==> config.mk <==
export PLATFORM = sky130hd
export DESIGN_NAME = memory_arbiter
export DESIGN_NICKNAME = d
export VERILOG_FILES = /design/src/rtl/cpu_types_pkg.sv /design/src/rtl/arb_timer.sv /design/src/rtl/memory_arbiter.sv
export SDC_FILE = /design/constraint.sdc
export NUM_CORES = 1
export LEC_CHECK = 0
export BUFFER_PORTS_ARGS = -buffer_cell sky130_fd_sc_hd__buf_2
export CORE_AREA = 2 2 102 104
export CTS_CLUSTER_SIZE = 40
export DETAILED_ROUTE_END_ITERATION = 10
export DIE_AREA = 0 0 104 106
export PLACE_DENSITY_LB_ADDON = 0.08
export REMOVE_ABC_BUFFERS = 1
export SYNTH_ARGS = -nofsm -noshare
export SYNTH_HDL_FRONTEND = slang
export SYNTH_SLANG_ARGS = --single-unit
export TNS_END_PERCENT = 5
==> constraint.sdc <==
create_clock -name CLK -period 3.2 [get_ports CLK]
set_clock_uncertainty 0.15 [all_clocks]
set_input_delay 0.16 -clock CLK [delete_from_list [all_inputs] [get_ports CLK]]
set_output_delay 0.16 -clock CLK [all_outputs]
set_load 0.005 [all_outputs]
==> src/rtl/cpu_types_pkg.sv <==
// Shared CPU types: RAM handshake status, machine word, and memory arbiter state/defaults.
package cpu_types_pkg;

  typedef logic [31:0] word_t;

  typedef enum logic [1:0] {
    FREE   = 2'd0,
    BUSY   = 2'd1,
    ACCESS = 2'd2,
    ERROR  = 2'd3
  } ramstate_t;

  typedef enum logic [1:0] {
    IDLE   = 2'd0,
    DGRANT = 2'd1,
    IGRANT = 2'd2
  } arb_state_t;

  localparam int ARB_TIMEOUT_CYC = 64;

endpackage

==> src/rtl/arb_timer.sv <==
// Saturating wait counter for a granted RAM transaction; flags the last permitted cycle.
module arb_timer
  import cpu_types_pkg::*;
#(
  parameter int TIMEOUT_CYC = ARB_TIMEOUT_CYC
) (
  input  logic CLK,
  input  logic nRST,
  input  logic clr,
  input  logic inc,
  output logic expired
);

  localparam int CNT_W = $clog2(TIMEOUT_CYC) + 1;
  localparam logic [CNT_W-1:0] CNT_MAX  = '1;
  localparam logic [CNT_W-1:0] CNT_LAST = CNT_W'(TIMEOUT_CYC - 1);

  logic [CNT_W-1:0] cnt_q;

  always_ff @(posedge CLK or negedge nRST) begin
    if (!nRST) begin
      cnt_q <= '0;
    end else if (clr) begin
      cnt_q <= '0;
    end else if (inc && (cnt_q != CNT_MAX)) begin
      cnt_q <= cnt_q + CNT_W'(1);
    end
  end

  assign expired = (cnt_q == CNT_LAST);

endmodule

==> src/rtl/memory_arbiter.sv <==
// Two-requester RAM arbiter: alternates data/instruction grants under contention,
// with timeout and RAM-error recovery reported through a sticky memerr flag.
module memory_arbiter
  import cpu_types_pkg::*;
#(
  parameter int TIMEOUT_CYC = ARB_TIMEOUT_CYC
) (
  input  logic        CLK,
  input  logic        nRST,
  input  logic        iREN,
  input  logic [31:0] iaddr,
  output logic [31:0] iload,
  output logic        iwait,
  input  logic        dREN,
  input  logic        dWEN,
  input  logic [31:0] daddr,
  input  logic [31:0] dstore,
  output logic [31:0] dload,
  output logic        dwait,
  input  ramstate_t   ramstate,
  input  logic [31:0] ramload,
  output logic [31:0] ramaddr,
  output logic [31:0] ramstore,
  output logic        ramREN,
  output logic        ramWEN,
  output logic        memerr
);

  arb_state_t  state_q, state_d;
  logic [31:0] addr_q, store_q;
  logic        ram_ren_q, ram_wen_q;
  logic        last_d_q;
  logic        memerr_q;

  logic d_req, granted, access, fault, done, expired;
  logic grant_d, grant_i;

  assign d_req   = dREN | dWEN;
  assign granted = (state_q != IDLE);
  assign access  = (ramstate == ACCESS);
  // A genuine ACCESS wins over a coincident timeout so real data is never discarded.
  assign fault   = !access && ((ramstate == ERROR) || expired);
  assign done    = granted && (access || fault);

  arb_timer #(.TIMEOUT_CYC(TIMEOUT_CYC)) u_timer (
    .CLK     (CLK),
    .nRST    (nRST),
    .clr     (grant_d | grant_i),
    .inc     (granted && !access),
    .expired (expired)
  );

  always_ff @(posedge CLK or negedge nRST) begin
    if (!nRST) begin
      state_q <= IDLE;
    end else begin
      state_q <= state_d;
    end
  end

  always_comb begin
    state_d = state_q;
    grant_d = 1'b0;
    grant_i = 1'b0;
    iwait   = iREN;
    dwait   = d_req;
    iload   = '0;
    dload   = '0;
    case (state_q)
      IDLE: begin
        if (d_req && (!iREN || !last_d_q)) begin
          grant_d = 1'b1;
          state_d = DGRANT;
        end else if (iREN) begin
          grant_i = 1'b1;
          state_d = IGRANT;
        end
      end
      DGRANT: begin
        if (done) begin
          dwait   = 1'b0;
          state_d = IDLE;
          if (access && !ram_wen_q) dload = ramload;
        end
      end
      IGRANT: begin
        if (done) begin
          iwait   = 1'b0;
          state_d = IDLE;
          if (access) iload = ramload;
        end
      end
      default: state_d = IDLE;
    endcase
  end

  // Latched transaction: address/store hold their last values while idle.
  always_ff @(posedge CLK or negedge nRST) begin
    if (!nRST) begin
      addr_q    <= '0;
      store_q   <= '0;
      ram_ren_q <= 1'b0;
      ram_wen_q <= 1'b0;
    end else if (grant_d) begin
      addr_q    <= daddr;
      store_q   <= dstore;
      ram_ren_q <= !dWEN;
      ram_wen_q <= dWEN;
    end else if (grant_i) begin
      addr_q    <= iaddr;
      ram_ren_q <= 1'b1;
      ram_wen_q <= 1'b0;
    end else if (done) begin
      ram_ren_q <= 1'b0;
      ram_wen_q <= 1'b0;
    end
  end

  always_ff @(posedge CLK or negedge nRST) begin
    if (!nRST) begin
      last_d_q <= 1'b0;
      memerr_q <= 1'b0;
    end else if (done) begin
      last_d_q <= (state_q == DGRANT);
      if (fault) memerr_q <= 1'b1;
    end
  end

  assign ramaddr  = addr_q;
  assign ramstore = store_q;
  assign ramREN   = ram_ren_q;
  assign ramWEN   = ram_wen_q;
  assign memerr   = memerr_q;

endmodule

==> results.py, run 1 <==
metrics = {
    "die": {
        "die-area_um2": 11000,
        "die_x_um": 104,
        "chipHeight_um": 106,
        "initial_core_util_pct": 39.2,
        "core_area_um2": 10000,
        "pin_count": 268,
        "rows": 37,
    },
    "logic_synthesis": {
        "syn_area_per_cell_um2": 10.9,
        "synth_xor_area_share_pct": 0,
        "synth_warnings": 0,
        "synthCells": 358,
        "synth_area_leaders": "dfrtp_1 (49%), and2_1 (10%), mux2_1 (9.5%)",
        "synth_area_leader_cell": "dfrtp_1",
        "synth-simple-area-share_pct": 18.5,
        "syn_area_um2": 3920,
        "synthAdderAreaFrac_pct": 1.28,
        "synth_top_area_share_pct": 49.2,
        "synth_compound_area_share_pct": 7.92,
        "yosys.cell_types.count": 37,
        "muxShareOfSynthArea_pct": 18.9,
        "ys_seq_area_share_pct": 49.2,
        "synth-seq-cells": 77,
        "synth_top_family_by_area": "multiplexers",
    },
    "run": {
        "maxCapViolations": 0,
    },
    "timing": {
        "finalSetupTns_ns": 0,
        "timing.final.ws_setup_ns": 0.303,
        "fmax_mhz": 345,
        "hold_viol": 0,
        "max_slew_margin_pct": 35.1,
        "min_period_over_period_pct": 90.5,
        "rsz0062_at_grt": "no",
        "slew_violations": 0,
        "fin_crit_ns": 2.90,
        "finalSetupViolations": 0,
        "worst_pin_slew_ns": 0.973,
    },
    "cts": {
        "root_buffer": "clkbuf_8",
        "clk_pin_slew_ns": 0.07,
        "cts_tree": "yes",
        "clock_latency_ns": 0.35,
        "cts.path.max_buffers": 2,
        "h-tree-depth": 3,
        "cts.sinks": 77,
        "cts_buffers": 9,
    },
    "place": {
        "routabilityCongestion": 0.798,
        "port_buffers": 267,
        "pre_cts_slack_ns": 0.668,
        "hpwl_um": 8750,
    },
    "power_and_ir_drop": {
        "max-vdd-ir-drop_mv": 0.476,
        "power.density_nw_per_um2": 688,
        "power_leakage_nw": 3.44,
    },
    "route": {
        "drtPass1Iterations": 4,
        "vias_per_cell": 4.66,
        "remaining_drc_errors": 0,
        "drt_iter0_markers": 195,
        "final_antenna_net_count": 0,
        "wirelength_um": 12800,
        "route.detailed.wl_per_inst_um": 14.9,
        "vias": 4007,
    },
    "global_routing": {
        "grt_overflow_total": 0,
        "grt_pass1_vias": 4181,
        "grt_first_pass_wirelength_um": 20600,
        "grt.total_usage_pct": 23.8,
        "antenna_found_initial": 2,
        "grt_max_degree": 78,
    },
    "setup_path": {
        "crit_required_ns": 3.26,
        "crit_path_max_fanout": 47,
        "end_kind": "register",
        "worstReg2RegEnd": "ramaddr[0]",
        "crit_path_start_kind": "register",
        "critPathArrivalTime_ns": 2.96,
        "r2r_cells": 8,
        "r2r_start": "state_q[0]",
        "r2r_setup_slack_ns": 0.30,
        "path_class": "reg2reg",
    },
    "layout": {
        "syn_to_final_growth_pct": 66.3,
        "layout-drive-gt1-share_pct": 40.5,
        "nNetsFinal": 857,
    },
    "outcome": {
        "status": "complete, no violations",
    },
    "min_path": {
        "whs_path_depth": 4,
        "holdCritStartpoint": "ramstate[1]",
        "worstHoldPathType": "in2reg",
        "hold-path-endpoint": "state_q[1]",
    },
}
-- logic make-up (layout without fill, tap and decap cells) --
| logic type | Yosys count | count (layout) |
|---|---|---|
| adder cells (fa/ha/maj) | 4 | 4 |
| buffers and inverters | 25 | 388 |
| AND/OR/NAND/NOR | 131 | 131 |
| multiplexers | 70 | 70 |
| flip-flops | 77 | 77 |
| other | 0 | 2 |
| AO/OA/AOI/OAI | 51 | 51 |
-- metrics by stage --
stage               hold slack, ns  util (%)  cell area (um2)  std cells  total power [mW]
CTS                         0.0259      65.1             6510        857              4.49
detailed placement           0.226      53.4             5340        744              3.55
global placement             0.220      53.4             5340        744              3.48
floorplan                   -0.286         -             3770        337              2.73
finish                      0.0472      65.2             6520        859              4.48
global route                0.0688      65.1             6510        858              4.84
-- per-layer routing --
| metal | global-route usage, % | routed length (um) | vias up |
|---|---|---|---|
| li1 | - | - | 1941 |
| met1 | 24.0 | 4580 | 1861 |
| met2 | 45.5 | 7000 | 175 |
| met3 | 7.60 | 960 | 28 |
| met4 | 8.59 | 280 | 2 |
| met5 | 0 | 13 | - |
-- cell usage after synthesis --
cell type	n
a21oi_1	4
nor3_2	1
o31a_1	1
nor4b_1	2
mux2i_1	37
clkbuf_1	6
a21boi_2	1
buf_2	7
ha_1	4
nor2_1	7
nand2b_1	4
o21ai_0	1
buf_6	8
o21ai_1	33
o21a_1	2
a311oi_1	1
nand3_1	2
o21bai_1	1
dfrtp_1	77
and2_1	64
mux2_1	33
nor4b_2	1
nor2_2	1
nor3_1	1
a211o_1	1
and3_1	1
nor4b_4	1
a41oi_2	1
inv_1	4
o31ai_2	1
o21ai_2	1
o211ai_1	1
nor2b_1	2
a41oi_1	1
nand4_1	1
nand2_1	43
a31oi_1	1
-- flip-flops by register name, indices dropped and copies added, names as in the netlist --
name and count:
ramaddr 32, ramstore 32, u_timer.cnt_q 7, state_q 2
last_d_q 1, memerr 1, ramREN 1, ramWEN 1
-- what timing repair did --
action | in CTS | in global routing
resized for setup | 0 | 1
endpoints found under the hold margin | 143 | 0
endpoints found under the setup margin | 0 | 3
setup buffers | 0 | 0
hold buffers | 99 | 0
-- worst max-delay path, stage by stage, from the launching register on --
cell	delay, ns
dfrtp_1	0.42
inv_1	0.10
ha_2	0.37
a21boi_2	0.29
o21ai_4	0.25
buf_12	0.28
mux2i_1	0.22
dlygate4sd3_1	0.58
o21ai_1	0.06
-- report_power, final --
group          internal [mW]  switching, mW  total (mW)  leakage, nW
registers               1.43          0.255        1.68        0.931
logic                   1.09          0.996        2.09         2.41
clock network          0.373          0.337       0.710       0.0923
-- final cells by class --
class,count,area (um2)
Multi-Input combinational cell,256,1850
Antenna cell,2,5.00
Fill cell,804,3480
Tap cell,136,170
Clock buffer,12,145
Timing Repair Buffer,370,2370
Inverter,4,15.0
Clock inverter,2,35.0
Sequential cell,77,1930
-- cells in the final DEF, fill, tap and decap left out, types with 2 or more instances in the layout --
cell and count:
nor2_1 7, mux2i_1 37, dlygate4sd3_1 99, nor2b_1 2, nor4b_1 2, nand3_1 2, and2_1 64, nand2_1 43
buf_2 266, diode_2 2, dfrtp_1 77, ha_1 3, clkbuf_1 2, a21oi_1 4, mux2_1 33, nand2b_1 4
clkbuf_8 10, o21ai_1 33, buf_4 4, inv_1 4, o21a_1 2
-- how the worst max path moves through the flow --
stage	to	cells after the start	startpoint	slack (ns)
6_report	ramaddr[0]	8	state_q[0]	0.30
3_5_place_dp	ramstore[15]	6	state_q[0]	0.67
2_1_floorplan	ramaddr[0]	3	dREN	0.20
4_1_cts	ramaddr[21]	8	state_q[0]	0.19
3_3_place_gp	ramstore[18]	6	state_q[0]	0.76
5_1_grt	ramaddr[10]	8	state_q[0]	0.15
(Power assumes the default switching activity.)
==> inputs of run 2 (changes only) <==
--- a/config.mk
+++ b/config.mk
@@ -10,6 +10,7 @@
 export CTS_CLUSTER_SIZE = 40
 export DETAILED_ROUTE_END_ITERATION = 10
 export DIE_AREA = 0 0 104 106
+export MAX_ROUTING_LAYER = met4
 export PLACE_DENSITY_LB_ADDON = 0.08
 export REMOVE_ABC_BUFFERS = 1
 export SYNTH_ARGS = -nofsm -noshare
==> run 2 against run 1 <==
  * First-iteration DRC count rose by 1.5%
  * Global-route usage rose by 0.69 points
  * Final cell count rose by 0.12%
  * Combinational power barely moved
  * Flip-flop and latch count did not move
  * Critical endpoint unchanged
==> results.py, run 2 (synthesis gave the netlist of run 1 again) <==
metrics = {
    "outcome": {
        "status": "complete, no violations",
    },
    "run": {
        "maxCapViolations": 0,
    },
    "power_and_ir_drop": {
        "power.density_nw_per_um2": 688,
        "power_mw": 4.49,
        "max-vdd-ir-drop_mv": 0.475,
        "power_leakage_nw": 3.44,
    },
    "place": {
        "port_buffers": 267,
        "place_area_um2": 5340,
        "pre_cts_slack_ns": 0.668,
        "hpwl_um": 8750,
        "routabilityCongestion": 0.810,
        "dpl.cell_count": 744,
    },
    "layout": {
        "nNetsFinal": 857,
        "syn_to_final_growth_pct": 66.4,
        "layout.cells.non_filler": 860,
        "layout-drive-gt1-share_pct": 40.5,
        "mostFrequentLayoutCells": "buf_2 (266), dlygate4sd3_1 (99), dfrtp_1 (77)",
        "design_area_um2": 6520,
        "mostFrequentLayoutCell": "buf_2",
        "post-route-util_pct": 65.2,
    },
    "min_path": {
        "worstHoldPathType": "in2reg",
        "whs_path_depth": 3,
        "holdCritStartpoint": "ramstate[1]",
        "hold-path-endpoint": "memerr",
    },
    "setup_path": {
        "path_class": "reg2reg",
        "r2r_setup_slack_ns": 0.31,
        "crit_slowest_cell": "dlygate4sd3_1",
        "critPathTopFamily": "buffers and inverters",
        "end_kind": "register",
        "crit_path_max_fanout": 47,
        "r2r_cells": 8,
        "critPathArrivalTime_ns": 2.95,
        "crit_required_ns": 3.26,
        "crit_buf_inv": 3,
        "crit_path_start_kind": "register",
        "worstReg2RegEnd": "ramaddr[0]",
        "path_cells": "inv_1 > ha_2 > a21boi_2 > o21ai_4 > buf_12 > mux2i_1 > dlygate4sd3_1 > o21ai_1",
        "cpPeakStageDelay_ns": 0.58,
        "r2r_start": "state_q[0]",
    },
    "cts": {
        "root_buffer": "clkbuf_8",
        "h-tree-depth": 3,
        "clock_latency_ns": 0.35,
        "clk_pin_slew_ns": 0.07,
        "cts.sinks": 77,
        "cts_buffers": 9,
        "cts_tree": "yes",
        "cts.path.max_buffers": 2,
    },
    "timing": {
        "max_slew_margin_pct": 35.4,
        "fin_hold_ws_ns": 0.0431,
        "fin_crit_ns": 2.89,
        "min_period_over_period_pct": 90.2,
        "hold_viol": 0,
        "finalSetupViolations": 0,
        "slew_violations": 0,
        "fmax_mhz": 347,
        "timing.final.ws_setup_ns": 0.315,
        "worst_pin_slew_ns": 0.969,
        "rsz0062_at_grt": "no",
        "finalSetupTns_ns": 0,
    },
    "global_routing": {
        "grt_max_degree": 78,
        "antenna_found_initial": 2,
        "grt_overflow_total": 0,
        "grt.total_usage_pct": 24.5,
        "grt_first_pass_wirelength_um": 20600,
        "grt_pass1_vias": 4192,
    },
    "route": {
        "vias_per_cell": 4.68,
        "wirelength_um": 12900,
        "remaining_drc_errors": 0,
        "drt_iter0_markers": 198,
        "final_antenna_net_count": 0,
        "vias": 4027,
        "route.detailed.wl_per_inst_um": 15.0,
        "drtPass1Iterations": 4,
    },
    "die": {
        "rows": 37,
        "die_x_um": 104,
        "pin_count": 268,
        "core_area_um2": 10000,
        "initial_core_util_pct": 39.2,
        "chipHeight_um": 106,
        "die-area_um2": 11000,
    },
}
==> run 2: changes by cell type in the layout (fill, tap and decap cells not counted), sizes merged <==
cell   before  now
diode       2    3
==> run 2: worst min-delay path, stage by stage <==
cell and delay, ns:
buf_2 0.14, a21oi_1 0.08, o21bai_1 0.13
==> run 2: worst max-delay path by stage <==
stage | from | to | slack [ns] | depth (start not counted)
2_1_floorplan | dREN | ramaddr[0] | 0.20 | 3
3_3_place_gp | state_q[0] | ramstore[18] | 0.76 | 6
3_5_place_dp | state_q[0] | ramstore[15] | 0.67 | 6
4_1_cts | state_q[0] | ramaddr[21] | 0.19 | 8
5_1_grt | state_q[0] | ramaddr[10] | 0.15 | 8
6_report | state_q[0] | ramaddr[0] | 0.31 | 8
==> run 2: power by group <==
group / switching, mW / internal (mW)
sequential: 0.253 / 1.43
combinational: 1.00 / 1.09
clock: 0.338 / 0.373
==> run 2: repair_timing <==
| action | CTS | global route |
|---|---|---|
| setup endpoints to repair | 0 | 5 |
| hold buffers | 99 | 0 |
| endpoints found under the hold margin | 143 | 0 |
| setup buffers | 0 | 0 |
| resized for setup | 0 | 1 |
==> run 2: area by class of cell <==
type | count | area [um2]
antenna | 3 | 7.51
clock buffer | 12 | 145
clock inverter | 2 | 35.0
fill | 804 | 3480
inverter | 4 | 15.0
multi-input combinational | 256 | 1850
sequential | 77 | 1930
tap | 136 | 170
timing repair buffer | 370 | 2370
==> run 2: per-layer routing <==
layer | up-vias | GRT usage, % | part of all wire [%]
met5 | - | - | 0
met2 | 177 | 45.5 | 54
met1 | 1881 | 24.9 | 37
met3 | 26 | 6.50 | 6.6
li1 | 1943 | - | -
met4 | 0 | 8.49 | 2.1
==> inputs of run 3 (changes only) <==
--- a/config.mk
+++ b/config.mk
@@ -5,13 +5,14 @@
 export SDC_FILE = /design/constraint.sdc
 export NUM_CORES = 1
 export LEC_CHECK = 0
+export ABC_AREA = 0
 export BUFFER_PORTS_ARGS = -buffer_cell sky130_fd_sc_hd__buf_2
 export CORE_AREA = 2 2 102 104
-export CTS_CLUSTER_SIZE = 40
+export CTS_CLUSTER_SIZE = 30
 export DETAILED_ROUTE_END_ITERATION = 10
 export DIE_AREA = 0 0 104 106
 export MAX_ROUTING_LAYER = met4
-export PLACE_DENSITY_LB_ADDON = 0.08
+export PLACE_DENSITY_LB_ADDON = 0.2
 export REMOVE_ABC_BUFFERS = 1
 export SYNTH_ARGS = -nofsm -noshare
 export SYNTH_HDL_FRONTEND = slang
==> run 3 against run 2 <==
  * Global-route usage is 0.12 points higher
  * Utilization is 0.49 points higher
  * Clock power is 8.3% higher
  * Clock-buffer cell count is 2 lower
  * Maximum frequency is 11% higher
  * Die area stayed put
  * Flip-flop and latch count stayed put
  * First-iteration DRC count is 10% lower
  * Wire length is 1.7% higher
  * Largest cell class unchanged
  * Largest power group unchanged
==> results.py, run 3 (synthesis gave the netlist of run 1 again) <==
metrics = {
    "timing": {
        "max_slew_margin_pct": 35.7,
        "min_period_over_period_pct": 81.6,
        "hold_viol": 0,
        "fin_crit_ns": 2.61,
        "finalSetupViolations": 0,
        "fmax_mhz": 383,
        "timing.final.ws_setup_ns": 0.590,
        "finalSetupTns_ns": 0,
        "worst_pin_slew_ns": 0.964,
        "rsz0062_at_grt": "no",
        "slew_violations": 0,
    },
    "cts": {
        "root_buffer": "clkbuf_8",
        "h-tree-depth": 3,
        "ctsHoldBuffers": 99,
        "cts.sinks": 77,
        "cts_tree": "yes",
        "cts.path.max_buffers": 2,
        "clock_latency_ns": 0.35,
        "cts_resized": 0,
        "cts_buffers": 9,
        "clk_pin_slew_ns": 0.09,
        "postCtsSetupRepairBufs": 0,
    },
    "route": {
        "drtPass1Iterations": 4,
        "final_antenna_net_count": 0,
        "vias": 4079,
        "route.detailed.wl_per_inst_um": 15.2,
        "wirelength_um": 13100,
        "drt_iter0_markers": 178,
        "vias_per_cell": 4.73,
        "remaining_drc_errors": 0,
    },
    "power_and_ir_drop": {
        "power_leakage_nw": 3.46,
        "power.density_nw_per_um2": 703,
        "max-vdd-ir-drop_mv": 0.430,
    },
    "setup_path": {
        "end_kind": "register",
        "cpPeakStageDelay_ns": 0.57,
        "path_cells": "inv_1 > ha_1 > a21boi_2 > o21ai_4 > buf_4 > mux2i_1 > dlygate4sd3_1 > o21ai_1",
        "path_class": "reg2reg",
        "r2r_setup_slack_ns": 0.59,
        "crit_required_ns": 3.27,
        "crit_slowest_cell": "dlygate4sd3_1",
        "crit_path_max_fanout": 21,
        "crit_path_start_kind": "register",
        "critPathArrivalTime_ns": 2.68,
    },
    "place": {
        "place_area_um2": 5370,
        "routabilityCongestion": 0.878,
        "hpwl_um": 8980,
        "port_buffers": 267,
        "pre_cts_slack_ns": 1.09,
    },
    "layout": {
        "layout-drive-gt1-share_pct": 41.0,
        "design_area_um2": 6570,
        "ff_latch_area_um2": 1930,
        "nFillCells": 775,
        "mostFrequentLayoutCell": "buf_2",
        "syn_to_final_growth_pct": 67.6,
        "multiInputGateArea_um2": 1840,
        "nNetsFinal": 859,
        "mostFrequentLayoutCells": "buf_2 (266), dlygate4sd3_1 (99), dfrtp_1 (77)",
    },
    "die": {
        "initial_core_util_pct": 39.2,
        "die-area_um2": 11000,
        "die_x_um": 104,
        "pin_count": 268,
        "core_area_um2": 10000,
        "rows": 37,
        "chipHeight_um": 106,
    },
    "global_routing": {
        "grt_first_pass_wirelength_um": 20700,
        "grt_pass1_vias": 4304,
        "antenna_found_initial": 2,
        "grt_max_degree": 78,
        "grt.total_usage_pct": 24.6,
        "grt_overflow_total": 0,
    },
    "run": {
        "maxCapViolations": 0,
    },
    "min_path": {
        "worstHoldPathType": "in2reg",
    },
    "outcome": {
        "status": "complete, no violations",
    },
}
==> run 3: cell types whose count changed in the layout (fill, tap and decap cells not counted), sizes merged <==
cell,delta
clkbuf,-2
buf,+2
inv,+1
diode,-2
clkinvlp,+2
clkinv,+1
==> run 3: area by class of cell <==
type,instances,area share (%)
Clock buffer,10,2.10
Multi-Input combinational cell,256,28.1
Tap cell,136,2.59
Timing Repair Buffer,372,36.5
Antenna cell,1,0.0381
Inverter,4,0.229
Clock inverter,6,1.09
Sequential cell,77,29.3
==> run 3: through the flow <==
| step | power (mW) | std cells | hold WS [ns] | utilization [%] |
|---|---|---|---|---|
| floorplan | 2.73 | 337 | -0.286 | - |
| global placement | 3.53 | 746 | 0.218 | 53.7 |
| detailed placement | 3.60 | 746 | 0.225 | 53.7 |
| CTS | 4.61 | 861 | 0.00726 | 65.7 |
| global route | 4.97 | 862 | 0.0351 | 65.7 |
| finish | 4.62 | 862 | 0.0333 | 65.7 |
==> run 3: worst max-delay path, delay by kind of cell (launching register included) <==
| kind | cells | cell delay, ns |
|---|---|---|
| DFF | 1 | 0.40 |
| AOI/OAI and AO/OA | 3 | 0.46 |
| buffers and inverters | 3 | 1.04 |
| adders and majority gates | 1 | 0.21 |
| muxes | 1 | 0.21 |
==> run 3: path summary, 6_finish.rpt <==
check	depth (start not counted)	startpoint	endpoint
max in group asynchronous	2	nRST	ramstore[21]
worst min register to register	1	memerr	memerr
worst max-delay path	8	state_q[0]	ramaddr[10]
min in group asynchronous	2	nRST	memerr
worst min-delay path	3	dWEN	ramWEN
worst max register to register	8	state_q[0]	ramaddr[10]
==> run 3: power breakdown <==
part           internal (mW)  leakage, nW  switching (mW)  total, mW
registers               1.43        0.931           0.269       1.70
logic                   1.12         2.43            1.03       2.15
clock network          0.387       0.0991           0.384      0.770
==> run 3: per-layer routing <==
layer  vias up  GRT usage (%)  part of all wire, %
li1       1941              -                    -
met1      1900           22.8                   34
met2       199           45.7                   54
met3        39           7.23                  8.3
met4         0           12.8                  3.6
met5         -              -                    0
